--- config.mk ---
export PLATFORM = sky130hd
export DESIGN_NAME = ksa_fsm
export DESIGN_NICKNAME = d
export VERILOG_FILES = /design/src/rtl/rc4_pkg.sv /design/src/rtl/ksa_fsm.sv
export SDC_FILE = /design/constraint.sdc
export NUM_CORES = 1
export LEC_CHECK = 0
export BUFFER_PORTS_ARGS = -buffer_cell sky130_fd_sc_hd__clkbuf_2
export CAP_MARGIN = 20
export CORE_MARGIN = 8
export CORE_UTILIZATION = 50
export DETAILED_ROUTE_END_ITERATION = 16
export PLACE_DENSITY_LB_ADDON = 0.08
export SLEW_MARGIN = 10
export SYNTH_ARGS = -nofsm -noshare
export SYNTH_HDL_FRONTEND = slang
export SYNTH_SLANG_ARGS = --single-unit
--- constraint.sdc ---
create_clock -name clk -period 7.2 [get_ports clk]
set_input_delay 1.44 -clock clk [delete_from_list [all_inputs] [get_ports clk]]
set_output_delay 1.44 -clock clk [all_outputs]
set_load 0.005 [all_outputs]
--- src/rtl/rc4_pkg.sv ---
// Shared RC4 types and helpers for the KSA stage and the downstream PRGA FSM.
package rc4_pkg;

  localparam int KEY_LEN_DEF   = 3;
  localparam int S_SIZE        = 256;
  localparam int KEY_MAX_BYTES = 16;
  localparam int KEY_W_MAX     = 8 * KEY_MAX_BYTES;

  typedef enum logic [3:0] {
    KSA_IDLE,
    KSA_RD_SI,
    KSA_WAIT_SI,
    KSA_CALC_J,
    KSA_RD_SJ,
    KSA_WAIT_SJ,
    KSA_CAP_SJ,
    KSA_WR_SI,
    KSA_WR_SJ,
    KSA_INC_I,
    KSA_DONE
  } ksa_state_t;

  // Key is right-aligned in the container; byte 0 is the most significant byte of the key.
  function automatic logic [7:0] key_byte(input logic [KEY_W_MAX-1:0] key,
                                          input int unsigned           key_len,
                                          input logic [7:0]            idx);
    int unsigned pos;
    pos = key_len - 32'd1 - (32'(idx) % key_len);
    return 8'(key >> (8 * pos));
  endfunction

endpackage

--- src/rtl/ksa_fsm.sv ---
// RC4 key-scheduling FSM: permutes the identity S-memory in place using the secret key,
// then holds ksa_done until reset.
//
// state    | meaning
// IDLE     | waiting for start (S = identity)
// RD_SI    | present address i
// WAIT_SI  | memory read latency for s[i]
// CALC_J   | capture s[i], update j, present address j
// RD_SJ    | address j registered by memory
// WAIT_SJ  | memory read latency for s[j]
// CAP_SJ   | capture s[j]
// WR_SI    | write s[i] <= old s[j]
// WR_SJ    | write s[j] <= old s[i]
// INC_I    | advance i or finish
// DONE     | sticky completion, port released
import rc4_pkg::*;

module ksa_fsm #(
  parameter int KEY_LEN = KEY_LEN_DEF,
  parameter int RD_WAIT = 1
) (
  input  logic                 clk,
  input  logic                 reset_n,
  input  logic                 start,
  input  logic [8*KEY_LEN-1:0] secret_key,
  input  logic [7:0]           mem_q,
  output logic [7:0]           mem_addr,
  output logic [7:0]           mem_data,
  output logic                 mem_wren,
  output logic                 ksa_active,
  output logic                 ksa_done
);

  localparam int             WCW       = (RD_WAIT > 1) ? $clog2(RD_WAIT) : 1;
  localparam logic [WCW-1:0] WAIT_INIT = WCW'(RD_WAIT - 1);
  localparam logic [7:0]     I_LAST    = 8'(S_SIZE - 1);

  ksa_state_t     state_q;
  logic [7:0]     i_q, j_q, si_q, sj_q;
  logic [WCW-1:0] wait_q;
  logic [7:0]     mem_addr_q, mem_data_q;
  logic           mem_wren_q, ksa_active_q, ksa_done_q;

  logic [KEY_W_MAX-1:0] key_ext;
  logic [7:0]           kb;
  logic [7:0]           j_d;

  // secret_key is not latched; the caller keeps it stable for the whole run.
  always_comb begin
    key_ext = KEY_W_MAX'(secret_key);
    kb      = key_byte(key_ext, KEY_LEN, i_q);
    j_d     = j_q + mem_q + kb;
  end

  always_ff @(posedge clk) begin
    if (!reset_n) begin
      state_q      <= KSA_IDLE;
      i_q          <= 8'd0;
      j_q          <= 8'd0;
      si_q         <= 8'd0;
      sj_q         <= 8'd0;
      wait_q       <= '0;
      mem_addr_q   <= 8'd0;
      mem_data_q   <= 8'd0;
      mem_wren_q   <= 1'b0;
      ksa_active_q <= 1'b0;
      ksa_done_q   <= 1'b0;
    end else begin
      case (state_q)
        KSA_IDLE: begin
          mem_wren_q <= 1'b0;
          if (start) begin
            i_q          <= 8'd0;
            j_q          <= 8'd0;
            mem_addr_q   <= 8'd0;
            ksa_active_q <= 1'b1;
            state_q      <= KSA_RD_SI;
          end
        end
        KSA_RD_SI: begin
          wait_q  <= WAIT_INIT;
          state_q <= KSA_WAIT_SI;
        end
        KSA_WAIT_SI: begin
          if (wait_q == '0) state_q <= KSA_CALC_J;
          else              wait_q  <= wait_q - 1'b1;
        end
        KSA_CALC_J: begin
          si_q       <= mem_q;
          j_q        <= j_d;
          mem_addr_q <= j_d;
          state_q    <= KSA_RD_SJ;
        end
        KSA_RD_SJ: begin
          wait_q  <= WAIT_INIT;
          state_q <= KSA_WAIT_SJ;
        end
        KSA_WAIT_SJ: begin
          if (wait_q == '0) state_q <= KSA_CAP_SJ;
          else              wait_q  <= wait_q - 1'b1;
        end
        KSA_CAP_SJ: begin
          sj_q       <= mem_q;
          mem_addr_q <= i_q;
          mem_data_q <= mem_q;
          mem_wren_q <= 1'b1;
          state_q    <= KSA_WR_SI;
        end
        KSA_WR_SI: begin
          mem_addr_q <= j_q;
          mem_data_q <= si_q;
          state_q    <= KSA_WR_SJ;
        end
        KSA_WR_SJ: begin
          mem_wren_q <= 1'b0;
          state_q    <= KSA_INC_I;
        end
        KSA_INC_I: begin
          if (i_q == I_LAST) begin
            ksa_active_q <= 1'b0;
            ksa_done_q   <= 1'b1;
            state_q      <= KSA_DONE;
          end else begin
            i_q        <= i_q + 8'd1;
            mem_addr_q <= i_q + 8'd1;
            state_q    <= KSA_RD_SI;
          end
        end
        KSA_DONE: begin
          mem_wren_q   <= 1'b0;
          ksa_active_q <= 1'b0;
          ksa_done_q   <= 1'b1;
        end
        default: state_q <= KSA_IDLE;
      endcase
    end
  end

  assign mem_addr   = mem_addr_q;
  assign mem_data   = mem_data_q;
  assign mem_wren   = mem_wren_q;
  assign ksa_active = ksa_active_q;
  assign ksa_done   = ksa_done_q;

endmodule

==> flow_results.xml, run 1 <==
<?xml version="1.0" encoding="UTF-8"?>
<metrics>
  <group name="run_status">
    <metric name="run_status" unit="">finished, final reports clean</metric>
  </group>
  <group name="cells_and_area">
    <metric name="antenna_cells_inserted" unit="">0</metric>
    <metric name="share_of_cells_above_drive_strength_1" unit="%">25.8</metric>
    <metric name="fillers" unit="">728</metric>
    <metric name="num-nets-final" unit="">635</metric>
    <metric name="multi_input_area" unit="sq um">3100</metric>
    <metric name="seq_area" unit="sq um">951</metric>
    <metric name="number_of_standard_cells_in_the_layout_taps_in_and_fillers_out" unit="">686</metric>
    <metric name="area_delta_synth_final" unit="%">22.0</metric>
  </group>
  <group name="synth">
    <metric name="synth-edff-count" unit="">0</metric>
    <metric name="synthTopCellsByArea" unit="">sky130_fd_sc_hd__dfxtp_1 (23%), sky130_fd_sc_hd__nand2_1 (6.3%), sky130_fd_sc_hd__mux2i_1 (4.9%), sky130_fd_sc_hd__nor2_1 (4.3%), sky130_fd_sc_hd__fa_1 (4.0%)</metric>
    <metric name="ys_ff_latch" unit="">47</metric>
    <metric name="synth.cell_area" unit="sq um">4050</metric>
    <metric name="leading_post_synthesis_cells_by_instance_count" unit="">sky130_fd_sc_hd__nand2_1 (68), sky130_fd_sc_hd__dfxtp_1 (47), sky130_fd_sc_hd__nor2_1 (46)</metric>
    <metric name="synthDominantCellAreaShare" unit="%">23.2</metric>
    <metric name="synth_async_sr_flop_share" unit="%">0</metric>
    <metric name="post-synth-top-count-cell" unit="">sky130_fd_sc_hd__nand2_1</metric>
    <metric name="synth.lib_cells_used.distinct" unit="">78</metric>
    <metric name="syn-mean-instance-area" unit="sq um">7.75</metric>
    <metric name="synth_sequential_area_ratio" unit="%">23.2</metric>
    <metric name="ys.flop_type" unit="">sky130_fd_sc_hd__dfxtp_1</metric>
    <metric name="syn_nets" unit="">577</metric>
    <metric name="postSynthCellCount" unit="">522</metric>
    <metric name="synthDominantAreaCellType" unit="">sky130_fd_sc_hd__dfxtp_1</metric>
    <metric name="ys.warnings.count" unit="">0</metric>
  </group>
  <group name="place">
    <metric name="place.detailed.instances" unit="">664</metric>
    <metric name="gp_congestion" unit="">0.866</metric>
    <metric name="port_buffers" unit="">53</metric>
    <metric name="place_worst_setup_slack" unit="ns">-0.0807</metric>
    <metric name="placed_wire_length_estimate" unit="mm">8.27</metric>
  </group>
  <group name="route">
    <metric name="drc_viols" unit="">0</metric>
    <metric name="postRouteAntennaNets" unit="">0</metric>
    <metric name="detailedRoute.firstPassIterationCount" unit="">5</metric>
    <metric name="num_vias" unit="">4048</metric>
    <metric name="wl_per_cell" unit="um">16.5</metric>
    <metric name="drt_wl_total" unit="mm">11.3</metric>
    <metric name="vias_per_cell" unit="">5.90</metric>
    <metric name="detailedRoute.firstIterationViolations" unit="">333</metric>
  </group>
  <group name="critical_path">
    <metric name="timing.critical_path.slowest_stage_cell" unit="">sky130_fd_sc_hd__or4bb_1</metric>
    <metric name="element_type_at_the_critical_path_start" unit="">flop</metric>
    <metric name="worst_r2r_startpoint" unit="">i_q[6]</metric>
    <metric name="worstSetupStartpoint" unit="">i_q[6]</metric>
    <metric name="critical_path_class" unit="">flop to flop</metric>
    <metric name="worst_setup_path_end_kind" unit="">flop</metric>
    <metric name="timing.critical_path.required" unit="ns">7.39</metric>
    <metric name="worst_ep_arrival_time" unit="ns">7.26</metric>
    <metric name="setup.reg_to_reg.worst_slack" unit="ns">0.13</metric>
    <metric name="timing.critical_path.fanout_max" unit="">8</metric>
    <metric name="maximum_cell_stage_delay_along_the_critical_path" unit="ns">0.53</metric>
  </group>
  <group name="grt">
    <metric name="globalRouteOverflowTotal" unit="">0</metric>
    <metric name="grt_max_degree" unit="">48</metric>
    <metric name="via_count_of_the_first_global_routing_pass" unit="">3934</metric>
    <metric name="gr-usage-all-layers" unit="%">19.3</metric>
    <metric name="grt_pass1_wl" unit="mm">18.3</metric>
    <metric name="grt_antenna_before_repair" unit="">0</metric>
  </group>
  <group name="clock_network">
    <metric name="tritoncts" unit="">built</metric>
    <metric name="worst_skew_pair.late_latency" unit="ns">0.31</metric>
    <metric name="clock_path_buffers" unit="">2</metric>
    <metric name="clock_pin_slew_on_the_worst_setup_and_hold_paths" unit="ns">0.10</metric>
    <metric name="post_cts_hold_buffer_count" unit="">0</metric>
    <metric name="cts-root-buf" unit="">sky130_fd_sc_hd__clkbuf_8</metric>
    <metric name="clock_sink_count" unit="">47</metric>
    <metric name="ctsHtreeMaxLevel" unit="">2</metric>
    <metric name="tritoncts.num_buffers" unit="">5</metric>
  </group>
  <group name="die">
    <metric name="initial_core_util" unit="%">50.5</metric>
    <metric name="coreArea" unit="sq um">8010</metric>
    <metric name="dieArea" unit="sq um">11200</metric>
    <metric name="die_y" unit="um">106</metric>
    <metric name="row_count" unit="">33</metric>
    <metric name="fp.dieW" unit="um">106</metric>
    <metric name="io-pin-count" unit="">54</metric>
  </group>
  <group name="worst_hold_path">
    <metric name="min_path_type" unit="">flop to flop</metric>
    <metric name="timing.hold.worst.start" unit="">si_q[0]</metric>
  </group>
  <group name="timing">
    <metric name="finalSetupViolCount" unit="">0</metric>
    <metric name="timing.fmax" unit="MHz">141</metric>
    <metric name="hold_viol" unit="">0</metric>
    <metric name="tightest_slew" unit="ns">0.940</metric>
    <metric name="fin_crit" unit="ns">7.07</metric>
    <metric name="layout_setup_ws" unit="ns">0.131</metric>
    <metric name="rsz_0062_raised_after_global_routing" unit="">yes</metric>
    <metric name="final_max_slew_viol_count" unit="">0</metric>
    <metric name="clock-skew-final" unit="ns">0.0110</metric>
    <metric name="min_period_over_period" unit="%">98.2</metric>
    <metric name="timing.max_slew.rel_slack" unit="%">37.4</metric>
  </group>
  <group name="power">
    <metric name="report.power.total" unit="mW">0.721</metric>
    <metric name="p_per_area" unit="nW/um^2">146</metric>
    <metric name="ir_worst_vdd" unit="mV">0.154</metric>
    <metric name="static-leakage-power" unit="nW">2.08</metric>
  </group>
  <group name="flow_run">
    <metric name="timing.max_cap.violations" unit="">0</metric>
  </group>
</metrics>
## repair_timing
| action | CTS | global route |
|---|---|---|
| buffers inserted | 0 | 14 |
| endpoints found under the setup margin | 2 | 8 |
| pin swaps | 0 | 21 |
| endpoints found under the hold margin | 0 | 0 |
| gates resized for setup | 3 | 26 |
## logic make-up after synthesis
kind of cell / Yosys count / share of synthesized area (%)
AO/OA/AOI/OAI: 144 / 25.6
buffers and inverters: 54 / 5.53
adder cells (fa/ha/maj): 20 / 7.67
multiplexers: 23 / 6.15
flip-flops: 47 / 23.2
XOR/XNOR: 18 / 3.89
AND/OR/NAND/NOR: 216 / 27.9
## where the power goes
group          internal (mW)  total (mW)  switching (mW)
clock                  0.139       0.235          0.0968
sequential             0.274       0.290          0.0158
combinational         0.0823       0.196           0.114
total                  0.495       0.721           0.226
## state kept, by name (all words and copies together) (netlist names)
signal,flops
mem_wren,1
i_q,8
ksa_done,1
ksa_active,1
j_q,8
mem_data,8
mem_addr,8
si_q,8
state_q,4
## cell usage in the layout, fill, tap and decap left out, types with 4 or more instances in the layout
cell | synthesis | final
sky130_fd_sc_hd__xor2_1 | 4 | 4
sky130_fd_sc_hd__a22oi_1 | 8 | 8
sky130_fd_sc_hd__fa_1 | 8 | 7
sky130_fd_sc_hd__o211a_1 | 8 | 8
sky130_fd_sc_hd__a21boi_0 | 20 | 19
sky130_fd_sc_hd__dfxtp_1 | 47 | 43
sky130_fd_sc_hd__nor4_1 | 5 | 5
sky130_fd_sc_hd__a21oi_1 | 23 | 21
sky130_fd_sc_hd__o21ai_0 | 25 | 22
sky130_fd_sc_hd__clkbuf_2 | 0 | 53
sky130_fd_sc_hd__nand2_1 | 68 | 68
sky130_fd_sc_hd__or3_1 | 4 | 4
sky130_fd_sc_hd__inv_1 | 16 | 15
sky130_fd_sc_hd__o211ai_1 | 5 | 5
sky130_fd_sc_hd__nand3_1 | 15 | 15
sky130_fd_sc_hd__ha_1 | 12 | 7
sky130_fd_sc_hd__nor2_1 | 46 | 43
sky130_fd_sc_hd__nor3_2 | 1 | 4
sky130_fd_sc_hd__a31oi_1 | 5 | 5
sky130_fd_sc_hd__mux2i_1 | 20 | 18
sky130_fd_sc_hd__nor3_1 | 11 | 8
sky130_fd_sc_hd__nand4_1 | 4 | 4
sky130_fd_sc_hd__buf_4 | 1 | 33
sky130_fd_sc_hd__a21o_1 | 7 | 7
sky130_fd_sc_hd__xnor2_1 | 14 | 12
sky130_fd_sc_hd__and2_1 | 8 | 8
sky130_fd_sc_hd__and3_1 | 6 | 4
sky130_fd_sc_hd__clkbuf_8 | 0 | 5
sky130_fd_sc_hd__nor2b_1 | 18 | 15
## metrics by stage
step / area [sq um] / util, % / TNS, ns / hold slack, ns
2_1_floorplan: 4170 / - / -0.445 / 0.443
3_3_place_gp: 4570 / 57.0 / 0 / 0.454
3_5_place_dp: 4570 / 57.0 / -0.161 / 0.467
4_1_cts: 4710 / 58.8 / 0 / 0.480
5_1_grt: 4940 / 61.7 / -0.975 / 0.503
6_report: 4940 / 61.7 / 0 / 0.475
## path summary, 6_finish.rpt
check | to | depth (start not counted)
max | mem_addr[7] | 32
min | si_q[0] | 2
max reg2reg | mem_addr[7] | 32
min reg2reg | si_q[0] | 2
## worst max-delay path: cells and delay by family (launching register included)
kind | cells | cell delay, ns
AND/OR/NAND/NOR | 13 | 3.14
adder cells (fa/ha/maj) | 5 | 1.33
AO/OA/AOI/OAI | 7 | 1.20
flip-flops | 1 | 0.39
multiplexers | 2 | 0.33
XOR/XNOR | 2 | 0.26
buffers and inverters | 3 | 0.25
## layout make-up
| type | count | area share (%) |
|---|---|---|
| inverters | 16 | 1.22 |
| clock inverters | 3 | 1.37 |
| clock buffers | 5 | 1.39 |
| repair buffers | 89 | 11.2 |
| flip-flops and latches | 47 | 19.3 |
| well taps | 105 | 2.66 |
| multi-input cells | 421 | 62.9 |
## metal layers
layer  global-route usage, %  part of all wire, %  up-vias
li1                        -                    -     2012
met5                       0                    0        -
met4                    7.04                  2.0        0
met1                    22.3                   43     1930
met2                    35.3                   52       86
met3                    2.54                  3.3       20
No activity file was read; power rests on OpenSTA's default activity.
==> run 2, diff against run 1 <==
- clock period: 7.2 -> 6.3 ns (I/O delays scaled with it)
==> run 2 against run 1 <==
Net effect: the run now ends with setup timing left; combinational power increased by 20%; sequential cell count unchanged; first-iteration DRC count decreased by 19%; utilization increased by 3.8 points; via count increased by 4.9%; cell area increased by 6.2%; fmax increased by 4.9%.
==> flow_results.xml, run 2 (same netlist as run 1, synthesis figures left out) <==
<?xml version="1.0" encoding="UTF-8"?>
<metrics>
  <group name="critical_path">
    <metric name="timing.critical_path.fanout_max" unit="">6</metric>
    <metric name="maximum_cell_stage_delay_along_the_critical_path" unit="ns">0.53</metric>
    <metric name="cpMostUsedCell" unit="">sky130_fd_sc_hd__ha_4</metric>
    <metric name="worstPathBufferInverterCount" unit="">2</metric>
    <metric name="timing.critical_path.required" unit="ns">6.49</metric>
    <metric name="element_type_at_the_critical_path_start" unit="">flop</metric>
    <metric name="worst_ep_arrival_time" unit="ns">6.93</metric>
    <metric name="worst_setup_path_end_kind" unit="">flop</metric>
    <metric name="critPathTopFamily" unit="">simple AND/OR/NAND/NOR gates</metric>
    <metric name="critical_path_class" unit="">flop to flop</metric>
    <metric name="timing.critical_path.slowest_stage_cell" unit="">sky130_fd_sc_hd__or4_4</metric>
  </group>
  <group name="die">
    <metric name="fp.dieW" unit="um">106</metric>
    <metric name="initial_core_util" unit="%">50.5</metric>
    <metric name="io-pin-count" unit="">54</metric>
    <metric name="die_y" unit="um">106</metric>
    <metric name="dieArea" unit="sq um">11200</metric>
    <metric name="row_count" unit="">33</metric>
    <metric name="coreArea" unit="sq um">8010</metric>
  </group>
  <group name="flow_run">
    <metric name="timing.max_cap.violations" unit="">0</metric>
  </group>
  <group name="timing">
    <metric name="totalNegativeSetupSlack" unit="ns">-2.45</metric>
    <metric name="fin_crit" unit="ns">6.74</metric>
    <metric name="final_max_slew_viol_count" unit="">0</metric>
    <metric name="clock-skew-final" unit="ns">0.0107</metric>
    <metric name="rsz_0062_raised_after_global_routing" unit="">yes</metric>
    <metric name="timing.max_slew.rel_slack" unit="%">35.1</metric>
    <metric name="finalSetupViolCount" unit="">10</metric>
    <metric name="timing.fmax" unit="MHz">148</metric>
    <metric name="hold_viol" unit="">0</metric>
    <metric name="min_period_over_period" unit="%">107</metric>
    <metric name="tightest_slew" unit="ns">0.974</metric>
    <metric name="layout_setup_ws" unit="ns">-0.441</metric>
  </group>
  <group name="run_status">
    <metric name="run_status" unit="">finished, violations left</metric>
    <metric name="violated_checks" unit="">setup timing</metric>
  </group>
  <group name="clock_network">
    <metric name="post_cts_hold_buffer_count" unit="">0</metric>
    <metric name="clock_pin_slew_on_the_worst_setup_and_hold_paths" unit="ns">0.09</metric>
    <metric name="tritoncts" unit="">built</metric>
    <metric name="tritoncts.num_buffers" unit="">5</metric>
    <metric name="cts-root-buf" unit="">sky130_fd_sc_hd__clkbuf_8</metric>
    <metric name="worst_skew_pair.late_latency" unit="ns">0.30</metric>
    <metric name="ctsHtreeMaxLevel" unit="">2</metric>
    <metric name="clock_path_buffers" unit="">2</metric>
    <metric name="clock_sink_count" unit="">47</metric>
  </group>
  <group name="route">
    <metric name="detailedRoute.firstIterationViolations" unit="">269</metric>
    <metric name="drc_viols" unit="">0</metric>
    <metric name="postRouteAntennaNets" unit="">0</metric>
    <metric name="num_vias" unit="">4248</metric>
    <metric name="vias_per_cell" unit="">5.78</metric>
    <metric name="detailedRoute.firstPassIterationCount" unit="">5</metric>
    <metric name="wl_per_cell" unit="um">16.1</metric>
    <metric name="drt_wl_total" unit="mm">11.8</metric>
  </group>
  <group name="power">
    <metric name="report.power.total" unit="mW">0.760</metric>
    <metric name="p_per_area" unit="nW/um^2">145</metric>
    <metric name="ir_worst_vdd" unit="mV">0.169</metric>
    <metric name="static-leakage-power" unit="nW">2.31</metric>
  </group>
  <group name="grt">
    <metric name="via_count_of_the_first_global_routing_pass" unit="">4180</metric>
    <metric name="gr-usage-all-layers" unit="%">20.7</metric>
    <metric name="grt_antenna_before_repair" unit="">0</metric>
    <metric name="grt_pass1_wl" unit="mm">19.6</metric>
    <metric name="grt_max_degree" unit="">48</metric>
    <metric name="globalRouteOverflowTotal" unit="">0</metric>
  </group>
  <group name="cells_and_area">
    <metric name="antenna_cells_inserted" unit="">0</metric>
    <metric name="mostFrequentLayoutCell" unit="">sky130_fd_sc_hd__buf_4</metric>
    <metric name="share_of_cells_above_drive_strength_1" unit="%">32.2</metric>
    <metric name="area_delta_synth_final" unit="%">29.6</metric>
    <metric name="num-nets-final" unit="">684</metric>
    <metric name="mostFrequentLayoutCells" unit="">sky130_fd_sc_hd__buf_4 (85), sky130_fd_sc_hd__nand2_1 (67), sky130_fd_sc_hd__clkbuf_2 (53)</metric>
  </group>
  <group name="place">
    <metric name="gp_congestion" unit="">0.885</metric>
    <metric name="port_buffers" unit="">53</metric>
    <metric name="placed_wire_length_estimate" unit="mm">9.12</metric>
  </group>
  <group name="worst_hold_path">
    <metric name="min_path_type" unit="">flop to flop</metric>
  </group>
</metrics>
run 2: worst reg2reg max path, delay by kind of cell, from the launching register on:
kind | cells | cell delay [ns]
AO/OA/AOI/OAI | 7 | 1.29
XOR/XNOR | 2 | 0.25
adder cells (fa/ha/maj) | 6 | 1.62
buffers and inverters | 2 | 0.11
flip-flops | 1 | 0.38
multiplexers | 2 | 0.34
AND/OR/NAND/NOR | 13 | 2.63
run 2: final timing paths:
kind                               from      end  slack, ns  depth (start not counted)
worst min-delay path            si_q[4]  si_q[4]       0.48                          2
worst min register to register  si_q[4]  si_q[4]       0.48                          2
worst max register to register   i_q[6]   j_q[7]      -0.44                         32
worst max-delay path             i_q[6]   j_q[7]      -0.44                         32
run 2: per-stage QoR:
| step | cell area [sq um] | hold slack (ns) | instances | util [%] | setup WS [ns] |
|---|---|---|---|---|---|
| 6_report | 5250 | 0.478 | 735 | 65.5 | -0.441 |
| 5_1_grt | 5250 | 0.504 | 735 | 65.5 | -0.799 |
| 2_1_floorplan | 4180 | 0.443 | 522 | - | -1.08 |
| 4_1_cts | 5180 | 0.477 | 733 | 64.7 | -0.421 |
| 3_5_place_dp | 4990 | 0.465 | 720 | 62.3 | -0.576 |
| 3_3_place_gp | 4990 | 0.454 | 720 | 62.3 | -0.455 |
run 2: area by class of cell:
type | instances | area, sq um
clock inverters | 1 | 8.76
clock buffers | 7 | 86.3
multi-input cells | 421 | 3110
well taps | 105 | 131
flip-flops and latches | 47 | 950
repair buffers | 138 | 903
fillers | 719 | 2760
inverters | 16 | 60.1
run 2: repair_timing:
item,4_1_cts,5_1_grt
gates resized for setup,15,14
setup buffers,5,2
endpoints found under the setup margin,10,13
pin swaps,4,4
run 2: where the power goes:
| group | internal, mW | total, mW | leakage (nW) | switching, mW |
|---|---|---|---|---|
| clock | 0.0901 | 0.193 | 0.0484 | 0.103 |
| combinational | 0.102 | 0.236 | 1.88 | 0.133 |
| sequential | 0.313 | 0.331 | 0.382 | 0.0180 |
| total | 0.506 | 0.760 | 2.31 | 0.255 |
run 2: metal layers:
metal	up-vias	track usage [%]	part of all wire, %
li1	2113	-	-
met1	2016	23.9	42
met2	100	38.3	53
met3	19	2.24	3.3
met4	0	7.24	2.0
met5	-	0	0
==> run 3, diff against run 2 <==
- clock period: 6.3 -> 7.8 ns (I/O delays scaled with it)
==> run 3 against run 2 <==
Net effect: the run now ends clean; final cell count down 9.1%; clock power decreased by 7%; register-to-register slack improved by 0.79 ns; critical path depth unchanged; largest cell class unchanged; die area did not move; hold slack lost 0.0050 ns; worst setup slack gained 0.79 ns; power decreased by 19%; first-iteration DRC count up 2.6%; sequential share of layout area is 2.4 points higher; sequential cell count is the same; via count decreased by 6.6%.
==> flow_results.xml, run 3 (same netlist as run 1, synthesis figures left out) <==
<?xml version="1.0" encoding="UTF-8"?>
<metrics>
  <group name="power">
    <metric name="power.net_switching" unit="mW">0.202</metric>
    <metric name="static-leakage-power" unit="nW">1.97</metric>
    <metric name="p_per_area" unit="nW/um^2">134</metric>
    <metric name="switching_share" unit="%">32.6</metric>
    <metric name="internal_power" unit="mW">0.417</metric>
    <metric name="ir_worst_vdd" unit="mV">0.129</metric>
    <metric name="power.combinational.fraction" unit="%">27.7</metric>
    <metric name="power.clock.fraction" unit="%">28.9</metric>
    <metric name="report.power.total" unit="mW">0.618</metric>
    <metric name="share_seq_of_total_power" unit="%">43.4</metric>
  </group>
  <group name="grt">
    <metric name="grt_pass1_wl" unit="mm">18.1</metric>
    <metric name="grt_antenna_before_repair" unit="">0</metric>
    <metric name="grt_max_degree" unit="">48</metric>
    <metric name="globalRouteOverflowTotal" unit="">0</metric>
    <metric name="via_count_of_the_first_global_routing_pass" unit="">3760</metric>
    <metric name="gr-usage-all-layers" unit="%">19.0</metric>
  </group>
  <group name="timing">
    <metric name="fin_crit" unit="ns">7.45</metric>
    <metric name="post_route_hold_slack" unit="ns">0.473</metric>
    <metric name="hold_viol" unit="">0</metric>
    <metric name="tightest_slew" unit="ns">0.940</metric>
    <metric name="min_period_over_period" unit="%">95.5</metric>
    <metric name="timing.max_slew.rel_slack" unit="%">37.3</metric>
    <metric name="totalNegativeSetupSlack" unit="ns">0</metric>
    <metric name="final_max_slew_viol_count" unit="">0</metric>
    <metric name="layout_setup_ws" unit="ns">0.353</metric>
    <metric name="finalSetupViolCount" unit="">0</metric>
    <metric name="clock-skew-final" unit="ns">0.00720</metric>
    <metric name="timing.fmax" unit="MHz">134</metric>
  </group>
  <group name="place">
    <metric name="gp_congestion" unit="">0.878</metric>
    <metric name="dpl-instance-area" unit="sq um">4410</metric>
    <metric name="placed_wire_length_estimate" unit="mm">8.19</metric>
    <metric name="port_buffers" unit="">53</metric>
    <metric name="place_worst_setup_slack" unit="ns">0.0735</metric>
  </group>
  <group name="route">
    <metric name="detailedRoute.firstPassIterationCount" unit="">5</metric>
    <metric name="drt_wl_total" unit="mm">11.0</metric>
    <metric name="vias_per_cell" unit="">5.94</metric>
    <metric name="wl_per_cell" unit="um">16.4</metric>
    <metric name="num_vias" unit="">3969</metric>
    <metric name="detailedRoute.firstIterationViolations" unit="">276</metric>
    <metric name="drc_viols" unit="">0</metric>
    <metric name="postRouteAntennaNets" unit="">0</metric>
  </group>
  <group name="cells_and_area">
    <metric name="num-nets-final" unit="">618</metric>
    <metric name="area_delta_synth_final" unit="%">14.0</metric>
    <metric name="antenna_cells_inserted" unit="">0</metric>
    <metric name="mostFrequentLayoutCell" unit="">sky130_fd_sc_hd__nand2_1</metric>
    <metric name="fillers" unit="">757</metric>
    <metric name="final_cell_area" unit="sq um">4610</metric>
    <metric name="mostFrequentLayoutCells" unit="">sky130_fd_sc_hd__nand2_1 (68), sky130_fd_sc_hd__clkbuf_2 (53), sky130_fd_sc_hd__nor2_1 (46)</metric>
    <metric name="share_of_cells_above_drive_strength_1" unit="%">19.0</metric>
  </group>
  <group name="die">
    <metric name="dieArea" unit="sq um">11200</metric>
    <metric name="coreArea" unit="sq um">8010</metric>
    <metric name="io-pin-count" unit="">54</metric>
    <metric name="die_y" unit="um">106</metric>
    <metric name="fp.dieW" unit="um">106</metric>
    <metric name="initial_core_util" unit="%">50.5</metric>
    <metric name="row_count" unit="">33</metric>
  </group>
  <group name="critical_path">
    <metric name="timing.critical_path.required" unit="ns">7.99</metric>
    <metric name="maximum_cell_stage_delay_along_the_critical_path" unit="ns">0.53</metric>
    <metric name="element_type_at_the_critical_path_start" unit="">flop</metric>
    <metric name="critical_path_class" unit="">flop to flop</metric>
    <metric name="rr_worst_depth" unit="">32</metric>
    <metric name="worst_setup_path_end_kind" unit="">flop</metric>
    <metric name="worst_ep_arrival_time" unit="ns">7.64</metric>
    <metric name="timing.critical_path.slowest_stage_cell" unit="">sky130_fd_sc_hd__or4_1</metric>
    <metric name="timing.critical_path.fanout_max" unit="">19</metric>
  </group>
  <group name="clock_network">
    <metric name="worst_skew_pair.late_latency" unit="ns">0.31</metric>
    <metric name="tritoncts.num_buffers" unit="">5</metric>
    <metric name="clock_path_buffers" unit="">2</metric>
    <metric name="clock_pin_slew_on_the_worst_setup_and_hold_paths" unit="ns">0.09</metric>
    <metric name="clock_sink_count" unit="">47</metric>
    <metric name="tritoncts" unit="">built</metric>
    <metric name="cts-root-buf" unit="">sky130_fd_sc_hd__clkbuf_8</metric>
    <metric name="ctsHtreeMaxLevel" unit="">2</metric>
  </group>
  <group name="worst_hold_path">
    <metric name="hold_path_cells" unit="">2</metric>
    <metric name="min_path_type" unit="">flop to flop</metric>
  </group>
  <group name="run_status">
    <metric name="run_status" unit="">finished, final reports clean</metric>
  </group>
  <group name="flow_run">
    <metric name="timing.max_cap.violations" unit="">0</metric>
  </group>
</metrics>
[run 3: cell count changes in the layout (fill, tap and decap cells not counted), moves of 4 or more]
cell and change:
sky130_fd_sc_hd__a21boi_0 +4, sky130_fd_sc_hd__a21oi_1 +5, sky130_fd_sc_hd__a21oi_2 -5, sky130_fd_sc_hd__buf_4 -69
sky130_fd_sc_hd__nor2_1 +4
[run 3: worst paths after layout]
check	start	endpoint	slack, ns
worst max-delay path	i_q[6]	j_q[7]	0.35
worst min-delay path	si_q[4]	si_q[4]	0.47
worst max register to register	i_q[6]	j_q[7]	0.35
worst min register to register	si_q[4]	si_q[4]	0.47
[run 3: through the flow]
stage / utilization (%) / cells
after global routing: 57.6 / 668
after global placement: 54.9 / 654
after floorplan: - / 522
final: 57.6 / 668
after CTS: 56.3 / 662
after detailed placement: 55.0 / 655
[run 3: what timing repair did]
action	4_1_cts	5_1_grt
setup buffers	0	6
setup endpoints to repair	0	7
gates resized for setup	0	13
hold buffers	0	0
[run 3: per-layer routing]
layer / global-route usage, % / up-vias / wire [um]
met2: 32.9 / 95 / 5450
met5: 0 / - / 0
li1: - / 1973 / -
met4: 6.43 / 0 / 182
met1: 23.8 / 1882 / 4930
met3: 2.48 / 19 / 420
[run 3: final cells by class]
class                           count  area [sq um]  share of cell area, %
Inverter                           16          60.1                   1.30
Sequential cell                    47           945                   20.5
Timing Repair Buffer               72           428                   9.28
Clock buffer                        6          72.6                   1.57
Clock inverter                      1          30.0                  0.651
Tap cell                          105           131                   2.85
Multi-Input combinational cell    421          2950                   63.9
[run 3: power by group through the flow]
stage                     registers, mW  clock network (mW)  logic, mW
after floorplan                   0.266                   0      0.126
after global placement            0.274                   0      0.167
after detailed placement          0.274                   0      0.170
after CTS                         0.269               0.182      0.171
after global routing              0.271               0.190      0.192
final                             0.268               0.179      0.171
[run 3: critical path: cells and delay by family, from the launching register on]
family / cells / cell delay, ns
buffers and inverters: 3 / 0.31
xor gates and xnor gates: 2 / 0.28
AOI/OAI and AO/OA: 7 / 1.26
adders and majority gates: 5 / 1.49
and+or+nand+nor: 13 / 3.30
muxes: 2 / 0.33
DFF: 1 / 0.35
